[config.mk]
export PLATFORM = sky130hd
export DESIGN_NAME = trap_ctrl
export DESIGN_NICKNAME = d
export VERILOG_FILES = /design/src/rtl/trap_ctrl.sv
export SDC_FILE = /design/constraint.sdc
export NUM_CORES = 1
export LEC_CHECK = 0
export BUFFER_PORTS_ARGS = -buffer_cell sky130_fd_sc_hd__buf_2
export CORE_MARGIN = 10
export CORE_UTILIZATION = 42
export DETAILED_ROUTE_END_ITERATION = 7
export MAX_ROUTING_LAYER = met4
export PLACE_DENSITY = 0.77
export SYNTH_ARGS = -nofsm -noshare
export SYNTH_HDL_FRONTEND = slang
export SYNTH_SLANG_ARGS = --single-unit
export TNS_END_PERCENT = 10
[constraint.sdc]
create_clock -name clk -period 1.8 [get_ports clk]
set_input_delay 0.36 -clock clk [delete_from_list [all_inputs] [get_ports clk]]
set_output_delay 0.36 -clock clk [all_outputs]
set_load 0.02 [all_outputs]
[src/rtl/trap_ctrl.sv]
// trap_ctrl: machine-mode trap sequencer.
// Accepts ECALL / EBREAK / MRET and masked interrupts at an instruction
// boundary, stalls the core, writes mepc/mcause/mtval/mstatus one CSR per
// cycle through the CSR unit's trap channel, then pulses jump_o to the
// handler (mtvec) or the return address (mepc).
//
// Ports:
//   clk, rst                      clock, synchronous active-high reset
//   ex/tcmp/soft_trap_i           masked interrupt pending levels
//   mstatus_MIE3_i, mepc_i        current MIE and mepc from the CSR unit
//   hx_valid, ecall/ebreak/mret_i retiring instruction and its trap kind
//   inst_pc_i, next_pc_i          PC of the instruction / next fetch PC
//   trap_csr_we/addr/wdata_o      CSR write channel
//   trap_csr_rdata_i              CSR read data (combinational from addr)
//   p*_trap_rsp                   interrupt acknowledge pulses
//   hold_o, jump_o, jump_pc_o     core stall and PC redirect
//
// Optional feature macro: TRAP_VECTOR_EN enables vectored interrupt entry
// when mtvec[1:0] == 2'b01.
//
// state     | meaning
// IDLE      | waiting for an accept at an instruction boundary
// W_MEPC    | write mepc with the captured epc
// W_MCAUSE  | write mcause with the captured cause
// W_MTVAL   | write mtval (faulting PC for ebreak, else 0)
// W_MSTATUS | MPIE <- MIE, MIE <- 0
// JMP       | read mtvec, redirect to the handler
// R_STATUS  | MIE <- MPIE, MPIE <- 1
// RJMP      | redirect to mepc
module trap_ctrl #(
  parameter int TVEC_ALIGN = 2
) (
  input  logic        clk,
  input  logic        rst,
  input  logic        ex_trap_i,
  input  logic        tcmp_trap_i,
  input  logic        soft_trap_i,
  input  logic        mstatus_MIE3_i,
  input  logic [31:0] mepc_i,
  input  logic        hx_valid,
  input  logic        ecall_i,
  input  logic        ebreak_i,
  input  logic        mret_i,
  input  logic [31:0] inst_pc_i,
  input  logic [31:0] next_pc_i,
  output logic        trap_csr_we_o,
  output logic [11:0] trap_csr_addr_o,
  output logic [31:0] trap_csr_wdata_o,
  input  logic [31:0] trap_csr_rdata_i,
  output logic        pex_trap_rsp,
  output logic        ptcmp_trap_rsp,
  output logic        psoft_trap_rsp,
  output logic        hold_o,
  output logic        jump_o,
  output logic [31:0] jump_pc_o
);

  typedef enum logic [2:0] {
    IDLE, W_MEPC, W_MCAUSE, W_MTVAL, W_MSTATUS, JMP, R_STATUS, RJMP
  } state_t;

  localparam logic [31:0] TVEC_MASK = ~((32'd1 << TVEC_ALIGN) - 32'd1);

  state_t      state_q, state_d;
  logic [31:0] cause_q, cause_d;
  logic [31:0] epc_q, epc_d;
  logic [31:0] tval_q, tval_d;
  logic        accept;
  logic        irq_ok;

  always_comb begin
    state_d          = state_q;
    cause_d          = cause_q;
    epc_d            = epc_q;
    tval_d           = tval_q;
    accept           = 1'b0;
    trap_csr_we_o    = 1'b0;
    trap_csr_addr_o  = 12'h000;
    trap_csr_wdata_o = 32'h0;
    pex_trap_rsp     = 1'b0;
    ptcmp_trap_rsp   = 1'b0;
    psoft_trap_rsp   = 1'b0;
    jump_o           = 1'b0;
    jump_pc_o        = 32'h0;
    irq_ok           = hx_valid & mstatus_MIE3_i;

    // Outputs are forced to zero while rst is high so that no partial CSR
    // write or redirect escapes during a reset issued mid-sequence.
    if (!rst) begin
      case (state_q)
        IDLE: begin
          if (hx_valid & ecall_i) begin
            accept  = 1'b1;
            cause_d = 32'd11;
            epc_d   = inst_pc_i;
            tval_d  = 32'h0;
            state_d = W_MEPC;
          end else if (hx_valid & ebreak_i) begin
            accept  = 1'b1;
            cause_d = 32'd3;
            epc_d   = inst_pc_i;
            tval_d  = inst_pc_i;
            state_d = W_MEPC;
          end else if (hx_valid & mret_i) begin
            accept  = 1'b1;
            state_d = R_STATUS;
          end else if (irq_ok & ex_trap_i) begin
            accept       = 1'b1;
            pex_trap_rsp = 1'b1;
            cause_d      = 32'h8000_000B;
            epc_d        = next_pc_i;
            tval_d       = 32'h0;
            state_d      = W_MEPC;
          end else if (irq_ok & soft_trap_i) begin
            accept         = 1'b1;
            psoft_trap_rsp = 1'b1;
            cause_d        = 32'h8000_0003;
            epc_d          = next_pc_i;
            tval_d         = 32'h0;
            state_d        = W_MEPC;
          end else if (irq_ok & tcmp_trap_i) begin
            accept         = 1'b1;
            ptcmp_trap_rsp = 1'b1;
            cause_d        = 32'h8000_0007;
            epc_d          = next_pc_i;
            tval_d         = 32'h0;
            state_d        = W_MEPC;
          end
        end
        W_MEPC: begin
          trap_csr_we_o    = 1'b1;
          trap_csr_addr_o  = 12'h341;
          trap_csr_wdata_o = epc_q;
          state_d          = W_MCAUSE;
        end
        W_MCAUSE: begin
          trap_csr_we_o    = 1'b1;
          trap_csr_addr_o  = 12'h342;
          trap_csr_wdata_o = cause_q;
          state_d          = W_MTVAL;
        end
        W_MTVAL: begin
          trap_csr_we_o    = 1'b1;
          trap_csr_addr_o  = 12'h343;
          trap_csr_wdata_o = tval_q;
          state_d          = W_MSTATUS;
        end
        W_MSTATUS: begin
          trap_csr_we_o    = 1'b1;
          trap_csr_addr_o  = 12'h300;
          trap_csr_wdata_o = trap_csr_rdata_i;
          trap_csr_wdata_o[7] = trap_csr_rdata_i[3];
          trap_csr_wdata_o[3] = 1'b0;
          state_d          = JMP;
        end
        JMP: begin
          // Address is driven without a write so the CSR unit returns mtvec.
          trap_csr_addr_o = 12'h305;
          jump_o          = 1'b1;
`ifdef TRAP_VECTOR_EN
          if (trap_csr_rdata_i[1:0] == 2'b01 && cause_q[31])
            jump_pc_o = {trap_csr_rdata_i[31:2], 2'b00} + {cause_q[29:0], 2'b00};
          else if (trap_csr_rdata_i[1:0] == 2'b01)
            jump_pc_o = {trap_csr_rdata_i[31:2], 2'b00};
          else
            jump_pc_o = trap_csr_rdata_i & TVEC_MASK;
`else
          jump_pc_o = trap_csr_rdata_i & TVEC_MASK;
`endif
          state_d = IDLE;
        end
        R_STATUS: begin
          trap_csr_we_o    = 1'b1;
          trap_csr_addr_o  = 12'h300;
          trap_csr_wdata_o = trap_csr_rdata_i;
          trap_csr_wdata_o[3] = trap_csr_rdata_i[7];
          trap_csr_wdata_o[7] = 1'b1;
          state_d          = RJMP;
        end
        RJMP: begin
          jump_o    = 1'b1;
          jump_pc_o = mepc_i;
          state_d   = IDLE;
        end
        default: state_d = IDLE;
      endcase
    end

    hold_o = !rst && ((state_q != IDLE) || accept);
  end

  always_ff @(posedge clk) begin
    if (rst) begin
      state_q <= IDLE;
      cause_q <= 32'h0;
      epc_q   <= 32'h0;
      tval_q  <= 32'h0;
    end else begin
      state_q <= state_d;
      cause_q <= cause_d;
      epc_q   <= epc_d;
      tval_q  <= tval_d;
    end
  end

endmodule

==> impl_metrics.env <==
export IMPL_violations="negative setup slack"
export IMPL_ios=220
export IMPL_period_needed_ps=2090
export IMPL_worst_slew_pin_slew_ps=559.5
export IMPL_vdd_drop_max_mv=0.3645
export IMPL_drtIter0Drc=291
export IMPL_finalCritPeriodShare_pct=116.1
export IMPL_rsz0062_at_grt="yes"
export IMPL_status="finished, violations left"
export IMPL_dr_pass1_iters=4
export IMPL_hold_viol_final=0
export IMPL_critical_path_class="flop to output pin"
export IMPL_p_comb_share_pct=32.6
export IMPL_track_usage_pct=20.90
export IMPL_hold_depth=3
export IMPL_worst_r2r_cell_count=7
export IMPL_hp_class="input port to flop"
export IMPL_switching_share_pct=32.42
export IMPL_grt_overflow=0
export IMPL_fin_tns_setup_ps=-18730
export IMPL_yosysSeqAreaShare_pct=31.91
export IMPL_synth_distinct_cells=32
export IMPL_vias=5072
export IMPL_p_seq_share_pct=38.4
export IMPL_placementRows=37
export IMPL_setup_violations=134
export IMPL_synth_warnings=0
export IMPL_cp_end_kind="output pin"
export IMPL_max_freq_ghz=0.4784
export IMPL_fp_coreArea_um2=10320
export IMPL_start_kind="flop"
export IMPL_syn_area_um2=4454
export IMPL_r2r_start="state_q[1]"
export IMPL_synthCells=558
export IMPL_drive_above_1_share_pct=56.08
export IMPL_clk_latency_ps=340
export IMPL_grt_pass1_vias=5231
export IMPL_place_port_buffers=213
export IMPL_maxSlewHeadroom_pct=62.70
export IMPL_fin_nets=923
export IMPL_antenna_found_initial=0
export IMPL_clockBufferDepth=2
export IMPL_min_to="tval_q[10]"
export IMPL_p_sw_mw=1.466
export IMPL_ant_nets=0
export IMPL_power_density_nw_per_um2=616.7
export IMPL_grt_pass1_wl_um=25030
export IMPL_clock_sinks=71
export IMPL_worstHoldStart="inst_pc_i[10]"
export IMPL_postLayoutSetupSlackWorst_ps=-290.3
export IMPL_cts_root_buf="clkbuf_8"
export IMPL_p_int_mw=3.056
export IMPL_crit_fanout=6
export IMPL_clkPwrFrac_pct=29.0
export IMPL_utilization_pct=71.03
export IMPL_place_area_um2=6035
export IMPL_syn_area_per_cell_um2=7.983
export IMPL_routed_via_density=5.466
export IMPL_cts_buffers=9
export IMPL_htree_num_levels=3
export IMPL_post_drt_wl_per_cell_um=18.93
export IMPL_place_hpwl_um=12050
export IMPL_finalMaxSlewViolations=0
export IMPL_leakage_nw=3.098
export IMPL_ff2ff_setup_slack_ps=-230
export IMPL_design_die_area_um2=15120
export IMPL_ys_ff_latch=71
export IMPL_worst_ep_required_time_ps=1440
export IMPL_hold_buffers=0
export IMPL_grt_start_max_net_pins=47
export IMPL_die_h_um=123.0
export IMPL_cp_startpoint="state_q[1]"
export IMPL_reg2reg_to="epc_q[14]"
export IMPL_finalWeightedCongestion=0.9107
export IMPL_final_area_um2=7333
export IMPL_finalPower_mw=4.522
export IMPL_die_x_um=123.0
export IMPL_drc=0
export IMPL_worstPathArrival_ps=1730
export IMPL_maxCapViolCount=0
export IMPL_fillers=781
export IMPL_syn_to_final_growth_pct=64.63
export IMPL_cts_tree="built"
export IMPL_start_util_pct=43.15
export IMPL_skew_ps=13.38
export IMPL_clk_pin_slew_worst_paths_ps=90
export IMPL_routed_wl_um=17560
==> sequential cells by signal, indices dropped and copies added (netlist names) <==
name     flops
cause_q      4
epc_q       32
state_q      3
tval_q      32
==> per-stage QoR <==
step	std cells	hold WS [ps]	setup slack [ps]
after floorplan	563	440.2	-82.50
after global placement	892	454.5	-62.40
after detailed placement	892	461.3	-126.9
after CTS	913	234.1	-301.7
after global routing	926	244.4	-360.3
final	928	245.3	-290.3
==> placed cells by master (no fill, tap or decap), types with 9 or more instances in the layout <==
cell type / instances
mux2_2: 21
o21ai_0: 33
a22oi_2: 25
a211oi_2: 12
buf_4: 63
clkbuf_8: 9
buf_2: 143
buf_6: 46
nor2_2: 42
nand3_1: 34
dfxtp_1: 68
nand2_1: 12
a211oi_1: 21
mux2i_1: 54
buf_12: 12
nand2b_1: 35
nor2_1: 52
nor2_4: 9
mux2_4: 10
==> layout make-up <==
class / instances / area [um^2] / area share, %
clock buffer: 9 / 123.9 / 1.689
sequential: 71 / 1428 / 19.47
timing repair buffer: 274 / 2160 / 29.45
inverter: 5 / 18.77 / 0.2559
antenna: 2 / 5.005 / 0.06825
clock inverter: 7 / 81.33 / 1.109
multi-input combinational: 424 / 3347 / 45.64
tap: 136 / 170.2 / 2.320
==> power groups by stage <==
stage,sequential [mW],combinational (mW),clock [mW]
floorplan,1.75,0.726,0
global placement,1.75,1.11,0
detailed placement,1.76,1.15,0
CTS,1.73,1.27,1.34
global route,1.74,1.58,1.39
finish,1.73,1.47,1.31
==> metal layers <==
layer | share of wire [%] | vias to the layer above | global-route usage, %
li1 | - | 2412 | -
met1 | 39 | 2432 | 21.16
met2 | 53 | 196 | 38.72
met3 | 6.3 | 32 | 4.740
met4 | 1.9 | 0 | 7.278
met5 | 0 | - | -
==> logic make-up (layout without fill, tap and decap cells) <==
family / Yosys count / count (layout) / synth area share (%)
and+or+nand+nor: 205 / 205 / 21.52
DFF: 71 / 71 / 31.91
other: 1 / 8 / 0.08419
buffers and inverters: 68 / 295 / 6.714
AOI/OAI and AO/OA: 118 / 118 / 17.56
muxes: 95 / 95 / 22.22
==> synth_stat cells (all sizes together) <==
cell / n / share of area [%]
inv: 5 / 0.42
and4b: 2 / 0.45
o21bai: 1 / 0.17
a21o: 2 / 0.34
nor3: 2 / 0.22
a211oi: 33 / 5.6
mux2: 31 / 7.8
a21oi: 12 / 1.3
a2111oi: 1 / 0.62
nand2b: 36 / 5.1
nand2: 14 / 1.2
or3: 1 / 0.14
clkbuf: 36 / 3.0
dfxtp: 71 / 32
a311oi: 1 / 0.20
nor4bb: 1 / 0.22
nor2b: 4 / 0.56
and2: 1 / 0.14
a311o: 1 / 0.22
mux2i: 64 / 14
or2: 1 / 0.14
conb: 1 / 0.084
nand3: 34 / 3.8
a22oi: 27 / 4.6
buf: 27 / 3.3
o31ai: 1 / 0.17
nor3b: 2 / 0.34
nor2: 103 / 8.7
o21ai: 39 / 4.4
and3: 4 / 0.56
==> worst max-delay path: stages, from the launching register on <==
cell and delay (ps):
dfxtp_4 390, buf_12 150, clkbuf_16 150, mux2_2 340
a22oi_2 140, nor2_2 50, buf_4 160
==> how the worst max path moves through the flow <==
stage	to	slack (ps)	depth (start not counted)
finish	trap_csr_wdata_o[14]	-290	6
global route	psoft_trap_rsp	-360	5
CTS	trap_csr_wdata_o[15]	-300	6
detailed placement	epc_q[14]	-130	6
global placement	epc_q[4]	-60	6
floorplan	trap_csr_wdata_o[30]	-80	4
==> repair_timing <==
item                                    4_1_cts  5_1_grt
pin swaps                                    29       18
setup buffers                                 4        8
endpoints found under the setup margin      119      142
cloned                                        1        5
resized for setup                           118      111
Note: power is estimated with default switching activity, not from simulation.
